File: src/rtl/frame_serializer.sv
// Frame serializer: captures a 16-bit frame plus tag, emits it as nibble beats with a last marker.
// Optional FRAME_SER_PARITY_EN adds a fifth XOR-parity beat.
module frame_serializer #(
   parameter int unsigned CNT_W = 8
) (
   input  logic                  clk,
   input  logic                  rst,
   input  logic                  in_valid,
   output logic                  in_ready,
   input  logic [4:3][3:4][4:1]  frame,
   input  logic [2:3]            tag,
   output logic                  out_valid,
   input  logic                  out_ready,
   output logic [3:0]            out_data,
   output logic [1:0]            out_tag,
   output logic                  out_last,
   output logic [CNT_W-1:0]      frame_cnt
);

   localparam logic [1:0] S_IDLE  = 2'd0;
   localparam logic [1:0] S_SHIFT = 2'd1;
`ifdef FRAME_SER_PARITY_EN
   localparam logic [1:0] S_PAR   = 2'd2;
`endif

   logic [1:0]       r_state;
   logic [1:0]       r_beat;
   logic [15:0]      r_frame;
   logic [1:0]       r_tag;
   logic [CNT_W-1:0] r_cnt;
   logic             r_in_ready;
   logic             r_out_valid;
   logic [3:0]       r_out_data;
   logic             r_out_last;

   logic [1:0]  w_state_nxt;
   logic [1:0]  w_beat_nxt;
   logic        w_cap;
   logic        w_done;
   logic        w_fire;
   logic [15:0] w_frame_nxt;
   logic [3:0]  w_nib;
   logic [3:0]  w_data_nxt;
   logic        w_last_nxt;
`ifdef FRAME_SER_PARITY_EN
   logic [3:0]  w_par;
`endif

   assign w_fire = r_out_valid & out_ready;

   // Next-state and next-output decode; outputs are registered from these.
   always_comb begin
      w_state_nxt = r_state;
      w_beat_nxt  = r_beat;
      w_cap       = 1'b0;
      w_done      = 1'b0;
      case (r_state)
         S_IDLE: begin
            if (in_valid && r_in_ready) begin
               w_cap       = 1'b1;
               w_beat_nxt  = 2'd0;
               w_state_nxt = S_SHIFT;
            end
         end
         S_SHIFT: begin
            if (w_fire) begin
               if (r_beat == 2'd3) begin
`ifdef FRAME_SER_PARITY_EN
                  w_state_nxt = S_PAR;
`else
                  w_state_nxt = S_IDLE;
                  w_done      = 1'b1;
`endif
               end else begin
                  w_beat_nxt = r_beat + 2'd1;
               end
            end
         end
`ifdef FRAME_SER_PARITY_EN
         S_PAR: begin
            if (w_fire) begin
               w_state_nxt = S_IDLE;
               w_done      = 1'b1;
            end
         end
`endif
         default: w_state_nxt = S_IDLE;
      endcase

      w_frame_nxt = w_cap ? 16'(frame) : r_frame;
      case (w_beat_nxt)
         2'd0:    w_nib = w_frame_nxt[15:12];
         2'd1:    w_nib = w_frame_nxt[11:8];
         2'd2:    w_nib = w_frame_nxt[7:4];
         default: w_nib = w_frame_nxt[3:0];
      endcase
`ifdef FRAME_SER_PARITY_EN
      w_par = w_frame_nxt[15:12] ^ w_frame_nxt[11:8] ^ w_frame_nxt[7:4] ^ w_frame_nxt[3:0];
`endif

      w_data_nxt = r_out_data;
      if (w_state_nxt == S_SHIFT) w_data_nxt = w_nib;
`ifdef FRAME_SER_PARITY_EN
      if (w_state_nxt == S_PAR)   w_data_nxt = w_par;
      w_last_nxt = (w_state_nxt == S_PAR);
`else
      w_last_nxt = (w_state_nxt == S_SHIFT) && (w_beat_nxt == 2'd3);
`endif
   end

   // State, capture and output registers.
   always_ff @(posedge clk) begin
      if (rst) begin
         r_state     <= S_IDLE;
         r_beat      <= 2'd0;
         r_frame     <= 16'd0;
         r_tag       <= 2'd0;
         r_cnt       <= '0;
         r_in_ready  <= 1'b0;
         r_out_valid <= 1'b0;
         r_out_data  <= 4'd0;
         r_out_last  <= 1'b0;
      end else begin
         r_state     <= w_state_nxt;
         r_beat      <= w_beat_nxt;
         r_in_ready  <= (w_state_nxt == S_IDLE);
         r_out_valid <= (w_state_nxt != S_IDLE);
         r_out_data  <= w_data_nxt;
         r_out_last  <= w_last_nxt;
         if (w_cap) begin
            r_frame <= w_frame_nxt;
            r_tag   <= 2'(tag);
         end
         if (w_done) r_cnt <= r_cnt + CNT_W'(1);
      end
   end

   assign in_ready  = r_in_ready;
   assign out_valid = r_out_valid;
   assign out_data  = r_out_data;
   assign out_tag   = r_tag;
   assign out_last  = r_out_last;
   assign frame_cnt = r_cnt;

endmodule

File: config.mk
export PLATFORM = sky130hd
export DESIGN_NAME = frame_serializer
export DESIGN_NICKNAME = d
export VERILOG_FILES = /design/src/rtl/frame_serializer.sv
export SDC_FILE = /design/constraint.sdc
export NUM_CORES = 1
export LEC_CHECK = 0
export ABC_AREA = 1
export BUFFER_PORTS_ARGS = -buffer_cell sky130_fd_sc_hd__buf_2
export CAP_MARGIN = 20
export CORE_ASPECT_RATIO = 1.5
export CORE_MARGIN = 4
export CORE_UTILIZATION = 50
export CTS_BUF_LIST = sky130_fd_sc_hd__clkbuf_4
export DETAILED_ROUTE_END_ITERATION = 7
export GPL_TIMING_DRIVEN = 0
export MAX_ROUTING_LAYER = met4
export PLACE_DENSITY = 0.9
export SLEW_MARGIN = 20
export SYNTH_ARGS = -nofsm -noshare
export SYNTH_HDL_FRONTEND = slang
export SYNTH_SLANG_ARGS = --single-unit
File: constraint.sdc
create_clock -name clk -period 1.2 [get_ports clk]
set_input_delay 0.12 -clock clk [delete_from_list [all_inputs] [get_ports clk]]
set_output_delay 0.12 -clock clk [all_outputs]
set_load 0.01 [all_outputs]
---- Word-level counts from Yosys, hierarchy flattened ----
Cells that the tools add are included.
word-level totals
  flip-flop bits (word level) ............. 37
  latch bits .............................. 0
  bits in writable memories ............... 0
  ROM bits ................................ 0
  input bits .............................. 22
  word-level logic and storage cells ...... 39
  memories ................................ 0
operators by class
  $add $sub $neg .......................... 2
  multiply operators ...................... 0
  divide/modulo/power cells ............... 0
  magnitude comparators ................... 0
  equality and inequality tests ........... 6
  shift-type cells ........................ 0
  mux-type cells .......................... 15
  bitwise gates (word level) .............. 1
  reductions and logical operators ........ 6
operators by type and width
  operator                                                         number
  16-bit two-way mux                                               1
  2-bit two-way mux                                                6
  4-bit one-hot mux with 3 select lines                            1
  8-bit by 1-bit adder with 8-bit output, second input constant    1
  2-bit one-hot mux with 2 select lines                            2
  2-bit by 1-bit == test with 1-bit output, second input constant  3
  2-bit == test, second input constant                             3
  2-bit logical NOT                                                3
  1-bit two-way mux                                                5
  2-bit by 1-bit adder with 2-bit output, second input constant    1
  1-bit logical AND                                                2
  2-bit nonzero test                                               1
  1-bit bitwise AND                                                1

---- Logic depth before layout (Yosys ltp) ----
Gate-level depths: netlist (run 1).
  depth in word-level cells ............... 6
  gate-level depth with buffers ........... 11
  depth with buffers taken out ............ 10

---- Worst setup path before layout (run 1) ----
Ideal clock, no wire load.
  kind .................................... reg-to-reg
  from .................................... reg r_out_valid, in the netlist out_valid
  to ...................................... reg r_cnt[6], in the netlist frame_cnt[6]
  setup time .............................. 0.115 ns
  data arrival time ....................... 1.149 ns
  setup slack ............................. -0.065 ns
  stages on the path, launching flop included .. 8
  path buffers ............................ 0
  cells stage by stage .................... dfxtp_1 nand3_2 nor2_2 nand2_2 nor3_2 nand4_1 nand2_1 nor2_1
between the ends
  word-level cells in the longest chain between the ends .. 3
ends and longest elaborated chain
  element                 line  text
  start, declared         32    logic r_out_valid;
  start signal, assigned  127   r_out_valid <= (w_state_nxt != S_IDLE);
  1-bit bitwise AND       49    assign w_fire = r_out_valid & out_ready;
  1-bit two-way mux       66    if (w_fire) begin
  1-bit two-way mux       57    case (r_state)
  end signal, assigned    134   if (w_done) r_cnt <= r_cnt + CNT_W'(1);
  end, declared           30    logic [CNT_W-1:0] r_cnt;
No other way between the ends.
A chain may end at the register's enable or synchronous reset.

---- Final worst setup path (run 1) ----
  from .................................... reg r_state[1]
  to ...................................... reg r_out_data[0], in the netlist out_data[0]
between the ends
  word-level cells in the longest chain between the ends .. 4
  elaborated cells on any way between the ends .. 14
  classes of those cells .................. eq/ne: 4; mux: 8; reduce/logical: 2
ends and longest elaborated chain
  element                                                                                            line     text
  start, declared                                                                                    26       logic [1:0] r_state;
  start signal, assigned                                                                             124      r_state <= w_state_nxt;
  2-bit by 1-bit == test with 1-bit output (tied with other cells)                                   57
  2-bit one-hot mux with 2 select lines (tied with other cells)                                      57
  2-bit == test (tied with other cells)                                                              91       case (w_beat_nxt)
  4-bit one-hot mux with 3 select lines or 2-bit by 1-bit == test with 1-bit output (tied branches)  91, 102
  end signal, assigned                                                                               128      r_out_data <= w_data_nxt;
  end, declared                                                                                      33       logic [3:0] r_out_data;
Parallel ways exist; a longest one is shown, timed or not.

==> flow_metrics.env, run 1 <==
export IMPL_area_growth_pct=39.8
export IMPL_hp_class="in -> reg"
export IMPL_cts_buffer_depth=2
export IMPL_critPathLaunchType="flip-flop"
export IMPL_grt_overflow_total=0
export IMPL_max_stage_delay_ps=360
export IMPL_whs_path_depth=3
export IMPL_critPathBufInv=2
export IMPL_cp_end_kind="flip-flop"
export IMPL_ant_nets=0
export IMPL_leakagePower_nw=1.16
export IMPL_htreeDepth=2
export IMPL_firstDrtPassIters=4
export IMPL_yosys_warnings=0
export IMPL_finalHoldViolCount=0
export IMPL_fmax_ghz=0.716
export IMPL_critPathSlowestCell="dfxtp_2"
export IMPL_crit_path_cell_trace="inv_2, nand2_4, inv_4, nand2_1, nor2_1, nor2_4, nand3_1, nand3_1, nand2_1, nand2_1"
export IMPL_cp_arrival_ps=1650
export IMPL_setup_violations=10
export IMPL_dp_hpwl_um=2670
export IMPL_place_ws_ps=-158
export IMPL_vias_per_cell=5.18
export IMPL_r2r_slack_ps=-200
export IMPL_gp_congestion=0.772
export IMPL_netlist_area_mm2=0.00168
export IMPL_synth_seq_area_share_pct=44.1
export IMPL_min_period_ps=1400
export IMPL_syn_inst=234
export IMPL_die_h_um=79
export IMPL_fin_crit_sh_pct=116
export IMPL_dp_cells=311
export IMPL_synth_cell_types=29
export IMPL_start_util_pct=52.7
export IMPL_violations="setup timing"
export IMPL_total_power_w=0.00259
export IMPL_die_w_um=55.3
export IMPL_vias=1729
export IMPL_synthesis_nets=257
export IMPL_power_density_mw_per_mm2=1100
export IMPL_path_class="reg -> reg"
export IMPL_whs_ps=16.2
export IMPL_port_buffers=37
export IMPL_path_common_cell="nand2_1"
export IMPL_ys_seq_elements=37
export IMPL_drv_cap=0
export IMPL_fillers=243
export IMPL_dpl_cell_area_mm2=0.00194
export IMPL_antenna_found_initial=0
export IMPL_layout_nets=316
export IMPL_row_count=25
export IMPL_postLayoutCellArea_mm2=0.00235
export IMPL_clock_latency_ps=350
export IMPL_final_cells=334
export IMPL_cp_required_ps=1450
export IMPL_track_usage_pct=20.2
export IMPL_io_pins=39
export IMPL_diodes=0
export IMPL_cts_tree="yes"
export IMPL_ir_drop_mv=1.08
export IMPL_drv_slew=0
export IMPL_drt_iter0_drc=101
export IMPL_finalClockSkew_ps=19.5
export IMPL_status="finished with violations"
export IMPL_synth_area_per_cell_um2=7.18
export IMPL_worst_slack_ps=-196
export IMPL_coreArea_mm2=0.00319
export IMPL_drc=0
export IMPL_cts_sinks=37
export IMPL_rsz0062_at_grt="yes"
export IMPL_grt_pass1_wl_um=7010
export IMPL_path_depth=10
export IMPL_grt_start_max_net_pins=13
export IMPL_drt_wl_total_um=4430
export IMPL_path_max_fanout=7
export IMPL_grt_pass1_vias=1616
export IMPL_clk_pin_slew_ps=120
export IMPL_die_area_mm2=0.00437
export IMPL_cp_top_family="simple AND/OR/NAND/NOR gates"
export IMPL_drive_gt1_share_pct=41.2
export IMPL_clockRootBuffer="clkbuf_4"
export IMPL_wl_per_cell_um=13.3
export IMPL_rr_worst_depth=10
export IMPL_numCtsBuffers=5
export IMPL_holdBufCountCts=0
[stage by stage]
| stage | util, % | TNS (ps) |
|---|---|---|
| final | 73.6 | -1050 |
| after global routing | 73.6 | -1750 |
| after detailed placement | 60.9 | -973 |
| after CTS | 68.8 | -533 |
| after global placement | 60.9 | -638 |
| after floorplan | - | 0 |
[path summary, 6_finish.rpt]
kind                                          startpoint                        to
worst max-delay path               r_state[1]$_SDFF_PP0_  out_data[0]$_SDFFE_PP0N_
worst min-delay path                              tag[3]   out_tag[0]$_SDFFE_PP0N_
worst max register to register     r_state[1]$_SDFF_PP0_  out_data[0]$_SDFFE_PP0N_
worst min register to register  out_data[0]$_SDFFE_PP0N_  out_data[0]$_SDFFE_PP0N_
[area by class of cell]
class	count	area [µm²]	share of cell area [%]
inverters	30	120	5.11
multi-input cells	162	975	41.5
well taps	40	50.0	2.13
plain buffers	7	60.1	2.56
repair buffers	50	284	12.1
clock buffers	5	37.5	1.60
flip-flops and latches	37	758	32.3
clock inverters	3	65.1	2.77
[registers in the layout, indices dropped and copies added (netlist names)]
signal     flops
r_state        2
r_beat         2
out_valid      1
in_ready       1
r_frame       16
frame_cnt      8
out_data       4
out_tag        2
out_last       1
[logic make-up (layout without fill, tap and decap cells)]
| family | after synthesis | after routing | share of synthesized area, % |
|---|---|---|---|
| AOI/OAI and AO/OA | 35 | 35 | 11.6 |
| buffers and inverters | 37 | 95 | 9.75 |
| adders and majority gates | 1 | 1 | 0.744 |
| other | 1 | 1 | 0.223 |
| and+or+nand+nor | 123 | 125 | 33.6 |
| DFF | 37 | 37 | 44.1 |
[metal layers]
| metal | wire length (µm) | vias up | GRT usage [%] |
|---|---|---|---|
| li1 | - | 868 | - |
| met1 | 1710 | 795 | 21.4 |
| met2 | 2410 | 55 | 37.3 |
| met3 | 234 | 11 | 3.74 |
| met4 | 72 | 0 | 6.81 |
| met5 | 0 | - | - |
[layout by cell type (no fill, tap or decap), drive strengths merged, types with 2 or more instances in the layout]
cell type,n
o21ai,19
nand4,2
bufinv,2
dfxtp,37
clkbuf,9
nand2,66
nor4,2
inv,30
nor2,31
buf,53
a21oi,13
nor3,2
a31oi,2
nand3,21
[cells in the mapped netlist, drive strengths merged]
library cell	number	area share, %
nand3	21	6.6
dfxtp	37	44
nor3b	1	0.45
a31oi	2	0.74
a21oi	13	4.1
inv	30	6.9
conb	1	0.22
o21ai	19	6.3
clkbuf	3	0.67
nor2	30	8.5
nor4	2	0.74
nand2	65	16
buf	4	2.2
nor3	2	0.89
ha	1	0.74
o21a	1	0.45
nand4	2	0.74
[where the power goes]
group / leakage [nW] / switching (W) / internal (W)
Clock: 0.0552 / 0.000415 / 0.000645
Sequential: 0.304 / 0.0000172 / 0.00125
Combinational: 0.806 / 0.000151 / 0.000104
Total: 1.16 / 0.000584 / 0.00200
[tightest hold or removal path, stage by stage]
cell	delay [ps]
buf_2	70
o21ai_0	70
nor2_1	80
[repair_timing]
| item | 4_1_cts | 5_1_grt |
|---|---|---|
| resized for setup | 28 | 33 |
| cloned | 6 | 0 |
| pin swaps | 16 | 13 |
| buffers inserted | 5 | 4 |
| endpoints found under the setup margin | 11 | 24 |
Note: power is estimated with default switching activity, not from simulation.
==> run 2, diff against run 1 <==
==> constraint.sdc (replaced) <==
create_clock -name clk -period 1.2 [get_ports clk]
set_input_delay 0.06 -clock clk [delete_from_list [all_inputs] [get_ports clk]]
set_output_delay 0.06 -clock clk [all_outputs]
set_load 0.01 [all_outputs]
==> run 2 against run 1 <==
  * The flow still finishes with violations (setup timing)
  * Fmax barely moved
  * Worst setup slack got worse by 0.84 ps
  * Flip-flop and latch count is the same
  * Hold slack got worse by 13 ps
  * Cell area up 3.5%
  * Clock-buffer cell count did not move
  * Largest cell class unchanged
  * Highest routed layer unchanged
==> flow_metrics.env, run 2 (synthesis gave the netlist of run 1 again) <==
export IMPL_cts_buffer_depth=2
export IMPL_vias_per_cell=5.23
export IMPL_diodes=0
export IMPL_coreArea_mm2=0.00319
export IMPL_largest_register_ffs=16
export IMPL_fillers=221
export IMPL_finalHoldViolCount=0
export IMPL_min_period_ps=1400
export IMPL_dp_hpwl_um=2670
export IMPL_die_h_um=79
export IMPL_io_pins=39
export IMPL_violations="setup timing"
export IMPL_dpl_cell_area_mm2=0.00194
export IMPL_critPathLaunchType="flip-flop"
export IMPL_drt_iter0_drc=75
export IMPL_numCtsBuffers=5
export IMPL_hp_class="in -> reg"
export IMPL_r2r_start="r_state[0]$_SDFF_PP0_"
export IMPL_rsz0062_at_grt="yes"
export IMPL_area_growth_pct=44.7
export IMPL_grt_start_max_net_pins=13
export IMPL_grt_overflow_total=0
export IMPL_fmax_ghz=0.716
export IMPL_whs_path_depth=3
export IMPL_finalClockSkew_ps=17.9
export IMPL_firstDrtPassIters=4
export IMPL_cts_tree="yes"
export IMPL_htreeDepth=2
export IMPL_power_density_mw_per_mm2=1070
export IMPL_ir_drop_mv=1.25
export IMPL_hold_end="r_frame[7]$_SDFFE_PP0N_"
export IMPL_regMostFlops="r_frame"
export IMPL_clockRootBuffer="clkbuf_4"
export IMPL_total_power_w=0.00261
export IMPL_final_cells=342
export IMPL_wl_per_cell_um=13.9
export IMPL_r2r_slack_ps=-200
export IMPL_path_max_fanout=7
export IMPL_track_usage_pct=21.0
export IMPL_timing_rr_end="out_data[2]$_SDFFE_PP0N_"
export IMPL_port_buffers=37
export IMPL_hold_path_startpoint="frame[7]"
export IMPL_grt_pass1_vias=1674
export IMPL_rr_worst_depth=9
export IMPL_final_cell_mix="nand2_1, buf_2, dfxtp_1"
export IMPL_drive_gt1_share_pct=40.1
export IMPL_grt_pass1_wl_um=7190
export IMPL_ant_nets=0
export IMPL_drc=0
export IMPL_die_w_um=55.3
export IMPL_fin_crit_sh_pct=116
export IMPL_clk_pin_slew_ps=120
export IMPL_path_class="reg -> reg"
export IMPL_final_common_cell="nand2_1"
export IMPL_drt_wl_total_um=4750
export IMPL_cp_required_ps=1450
export IMPL_start_util_pct=52.7
export IMPL_gp_congestion=0.772
export IMPL_setup_violations=8
export IMPL_vias=1788
export IMPL_worst_slack_ps=-197
export IMPL_drv_slew=0
export IMPL_crit_start="r_state[0]$_SDFF_PP0_"
export IMPL_leakagePower_nw=1.18
export IMPL_cts_sinks=37
export IMPL_row_count=25
export IMPL_cp_arrival_ps=1640
export IMPL_die_area_mm2=0.00437
export IMPL_cp_end_kind="flip-flop"
export IMPL_dp_cells=311
export IMPL_clock_latency_ps=350
export IMPL_drv_cap=0
export IMPL_antenna_found_initial=0
export IMPL_layout_nets=324
export IMPL_status="finished with violations"
export IMPL_postLayoutCellArea_mm2=0.00243
==> run 2: metal layers <==
metal  global-route usage (%)  wire [µm]  vias up
li1                         -          -      881
met1                     21.4       1780      805
met2                     38.4       2520       78
met3                     4.07        248       24
met4                     9.25        207        0
met5                        -          0        -
==> run 2: through the flow <==
stage | TNS, ps | worst slack, ps | hold WS (ps) | utilization, %
after floorplan | 0 | 2.54 | 203 | -
after global placement | -638 | -123 | 313 | 60.9
after detailed placement | -973 | -158 | 327 | 60.9
after CTS | -533 | -130 | 1.41 | 72.2
after global routing | -1970 | -308 | 22.6 | 76.2
final | -990 | -197 | 3.23 | 76.2
==> run 2: worst max-delay path, cell delays in order (launching register included) <==
cell and delay, ps:
dfxtp_4 390, nor2_4 120, nand2_4 110, buf_6 150, nand2_2 60, o21ai_2 50, o21ai_1 190, nand3_2 100
nand2_2 70, nand2_1 50
==> run 2: where the power goes <==
group          total (W)  leakage [nW]  switching [W]  internal (W)
clock            0.00106        0.0552       0.000417      0.000645
sequential       0.00127         0.304      0.0000171       0.00125
combinational   0.000280         0.823       0.000155      0.000125
==> run 2: how the worst max path moves through the flow <==
stage / endpoint / depth (start not counted)
after floorplan: frame_cnt[7]$_SDFFE_PP0P_ / 9
after global placement: out_data[2]$_SDFFE_PP0N_ / 9
after detailed placement: out_data[0]$_SDFFE_PP0N_ / 9
after CTS: out_data[3]$_SDFFE_PP0N_ / 9
after global routing: out_data[3]$_SDFFE_PP0N_ / 10
final: out_data[2]$_SDFFE_PP0N_ / 9
==> run 2: final cells by class <==
type | count | area [µm²] | share of cell area, %
multi-input cells | 162 | 966 | 39.7
clock inverters | 3 | 65.1 | 2.68
inverters | 30 | 123 | 5.04
repair buffers | 58 | 375 | 15.4
flip-flops and latches | 37 | 758 | 31.2
plain buffers | 7 | 56.3 | 2.32
well taps | 40 | 50.0 | 2.06
clock buffers | 5 | 37.5 | 1.54
==> run 2: what timing repair did <==
item | in CTS | in global routing
gates resized for setup | 28 | 33
hold buffers | 11 | 0
pin swaps | 16 | 14
setup buffers | 5 | 1
endpoints found under the hold margin | 11 | 0
setup endpoints to repair | 11 | 23
gates cloned | 6 | 0
==> run 3, diff against run 2 <==
--- a/config.mk
+++ b/config.mk
@@ -10,13 +10,12 @@
 export CAP_MARGIN = 20
 export CORE_ASPECT_RATIO = 1.5
 export CORE_MARGIN = 4
-export CORE_UTILIZATION = 50
+export CORE_UTILIZATION = 55
 export CTS_BUF_LIST = sky130_fd_sc_hd__clkbuf_4
 export DETAILED_ROUTE_END_ITERATION = 7
 export GPL_TIMING_DRIVEN = 0
 export MAX_ROUTING_LAYER = met4
-export PLACE_DENSITY = 0.9
-export SLEW_MARGIN = 20
+export PLACE_DENSITY = 0.93
 export SYNTH_ARGS = -nofsm -noshare
 export SYNTH_HDL_FRONTEND = slang
 export SYNTH_SLANG_ARGS = --single-unit
==> constraint.sdc (replaced) <==
create_clock -name clk -period 1.6 [get_ports clk]
set_input_delay 0.08 -clock clk [delete_from_list [all_inputs] [get_ports clk]]
set_output_delay 0.08 -clock clk [all_outputs]
set_load 0.01 [all_outputs]
==> run 3 against run 2 <==
  * The run now ends clean
  * Sequential power fell by 25%
  * Cell area fell by 13%
  * Non-clock buffer count fell by 10
  * Critical endpoint is now frame_cnt[6]$_SDFFE_PP0P_
  * Largest power group unchanged
  * Highest routed layer unchanged
==> flow_metrics.env, run 3 (synthesis gave the netlist of run 1 again) <==
export IMPL_status="finished, final reports clean"
export IMPL_cp_end_kind="flip-flop"
export IMPL_cts_tree="yes"
export IMPL_drt_wl_total_um=3760
export IMPL_finalSetupTns_ps=0
export IMPL_track_usage_pct=23.0
export IMPL_ant_nets=0
export IMPL_setup_violations=0
export IMPL_critPathLaunchType="flip-flop"
export IMPL_cts_buffer_depth=2
export IMPL_clock_latency_ps=360
export IMPL_vias_per_cell=4.99
export IMPL_area_growth_pct=25.5
export IMPL_regMostFlops="r_frame"
export IMPL_worst_slack_ps=192
export IMPL_die_h_um=75.7
export IMPL_layout_nets=312
export IMPL_firstDrtPassIters=4
export IMPL_grt_pass1_wl_um=6490
export IMPL_ir_drop_mv=0.669
export IMPL_drt_iter0_drc=35
export IMPL_top_layer="met4"
export IMPL_wl_per_cell_um=11.4
export IMPL_drv_cap=0
export IMPL_drive_gt1_share_pct=22.8
export IMPL_die_w_um=53.1
export IMPL_clockRootBuffer="clkbuf_4"
export IMPL_fillers=253
export IMPL_die_area_mm2=0.00402
export IMPL_drv_slew=0
export IMPL_crit_end="frame_cnt[6]$_SDFFE_PP0P_"
export IMPL_met1Wirelength_um=1450
export IMPL_grt_pass1_vias=1596
export IMPL_antenna_found_initial=0
export IMPL_cts_sinks=37
export IMPL_fmax_ghz=0.710
export IMPL_start_util_pct=57.7
export IMPL_min_period_ps=1410
export IMPL_port_buffers=37
export IMPL_wl_met2_um=2060
export IMPL_diodes=0
export IMPL_finalClockSkew_ps=13.3
export IMPL_io_pins=39
export IMPL_dp_hpwl_um=2710
export IMPL_fin_util_pct=72.4
export IMPL_largest_register_ffs=16
export IMPL_htreeDepth=2
export IMPL_cp_arrival_ps=1670
export IMPL_timing_rr_end="frame_cnt[6]$_SDFFE_PP0P_"
export IMPL_rsz0062_at_grt="no"
export IMPL_drc=0
export IMPL_path_max_fanout=7
export IMPL_hp_class="in -> reg"
export IMPL_final_common_cell="nand2_1"
export IMPL_final_cell_mix="nand2_1, dfxtp_1, buf_2"
export IMPL_vias=1642
export IMPL_ff_latch_area_um2=741
export IMPL_fin_crit_sh_pct=88.0
export IMPL_rr_worst_depth=7
export IMPL_coreArea_mm2=0.00291
export IMPL_multi_input_area_um2=776
export IMPL_routed_wl_met3_um=166
export IMPL_finalHoldViolCount=0
export IMPL_crit_start="r_beat[1]$_SDFF_PP0_"
export IMPL_whs_ps=19.6
export IMPL_clk_pin_slew_ps=110
export IMPL_leakagePower_nw=1.06
export IMPL_row_count=24
export IMPL_numCtsBuffers=5
export IMPL_power_density_mw_per_mm2=852
export IMPL_path_class="reg -> reg"
export IMPL_r2r_slack_ps=190
export IMPL_cp_required_ps=1860
export IMPL_grt_start_max_net_pins=13
export IMPL_grt_overflow_total=0
export IMPL_place_ws_ps=234
export IMPL_r2r_start="r_beat[1]$_SDFF_PP0_"
export IMPL_gp_congestion=0.862
[run 3: layout make-up]
| class | instances | area share (%) |
|---|---|---|
| Buffer | 7 | 2.31 |
| Clock buffer | 6 | 2.14 |
| Clock inverter | 2 | 1.84 |
| Inverter | 30 | 5.46 |
| Multi-Input combinational cell | 160 | 36.8 |
| Sequential cell | 37 | 35.1 |
| Tap cell | 39 | 2.31 |
| Timing Repair Buffer | 48 | 14.0 |
[run 3: worst min-delay path by stage]
stage	startpoint	to	slack, ps	depth (start not counted)
finish	frame[0]	r_frame[0]$_SDFFE_PP0N_	20	3
global route	frame[2]	r_frame[2]$_SDFFE_PP0N_	30	3
CTS	frame[0]	r_frame[0]$_SDFFE_PP0N_	1	3
detailed placement	tag[2]	out_tag[1]$_SDFFE_PP0N_	340	3
global placement	tag[3]	out_tag[0]$_SDFFE_PP0N_	340	3
floorplan	tag[3]	out_tag[0]$_SDFFE_PP0N_	240	2
[run 3: what timing repair did]
action	in CTS	in global routing
setup buffers	0	0
resized for setup	0	0
setup endpoints to repair	0	0
hold buffers	11	0
endpoints found under the hold margin	11	0
[run 3: stage by stage]
step           area, µm²  cells  power, W
2_1_floorplan       1680    234   0.00107
3_3_place_gp        1910    310   0.00112
3_5_place_dp        1910    310   0.00112
4_1_cts             2110    329   0.00182
5_1_grt             2110    329   0.00187
6_report            2110    329   0.00180
[run 3: report_power, final]
part           total [W]  leakage [nW]  internal, W  switching (W)
logic           0.000169         0.715    0.0000767      0.0000926
registers       0.000955         0.300     0.000945      0.0000103
clock network   0.000672        0.0459     0.000349       0.000323
[run 3: routing by layer]
metal / GRT usage (%) / up-vias
met2: 40.2 / 36
met4: 12.5 / 0
met1: 22.5 / 747
li1: - / 850
met5: - / -
met3: 6.46 / 9
[run 3: critical path: stages (launching register included)]
cell     delay [ps]
dfxtp_1         450
inv_1           100
nor2_2          160
nand2_2         130
nor3_2          250
nand4_1         120
nand2_1          80
nor2_1           40
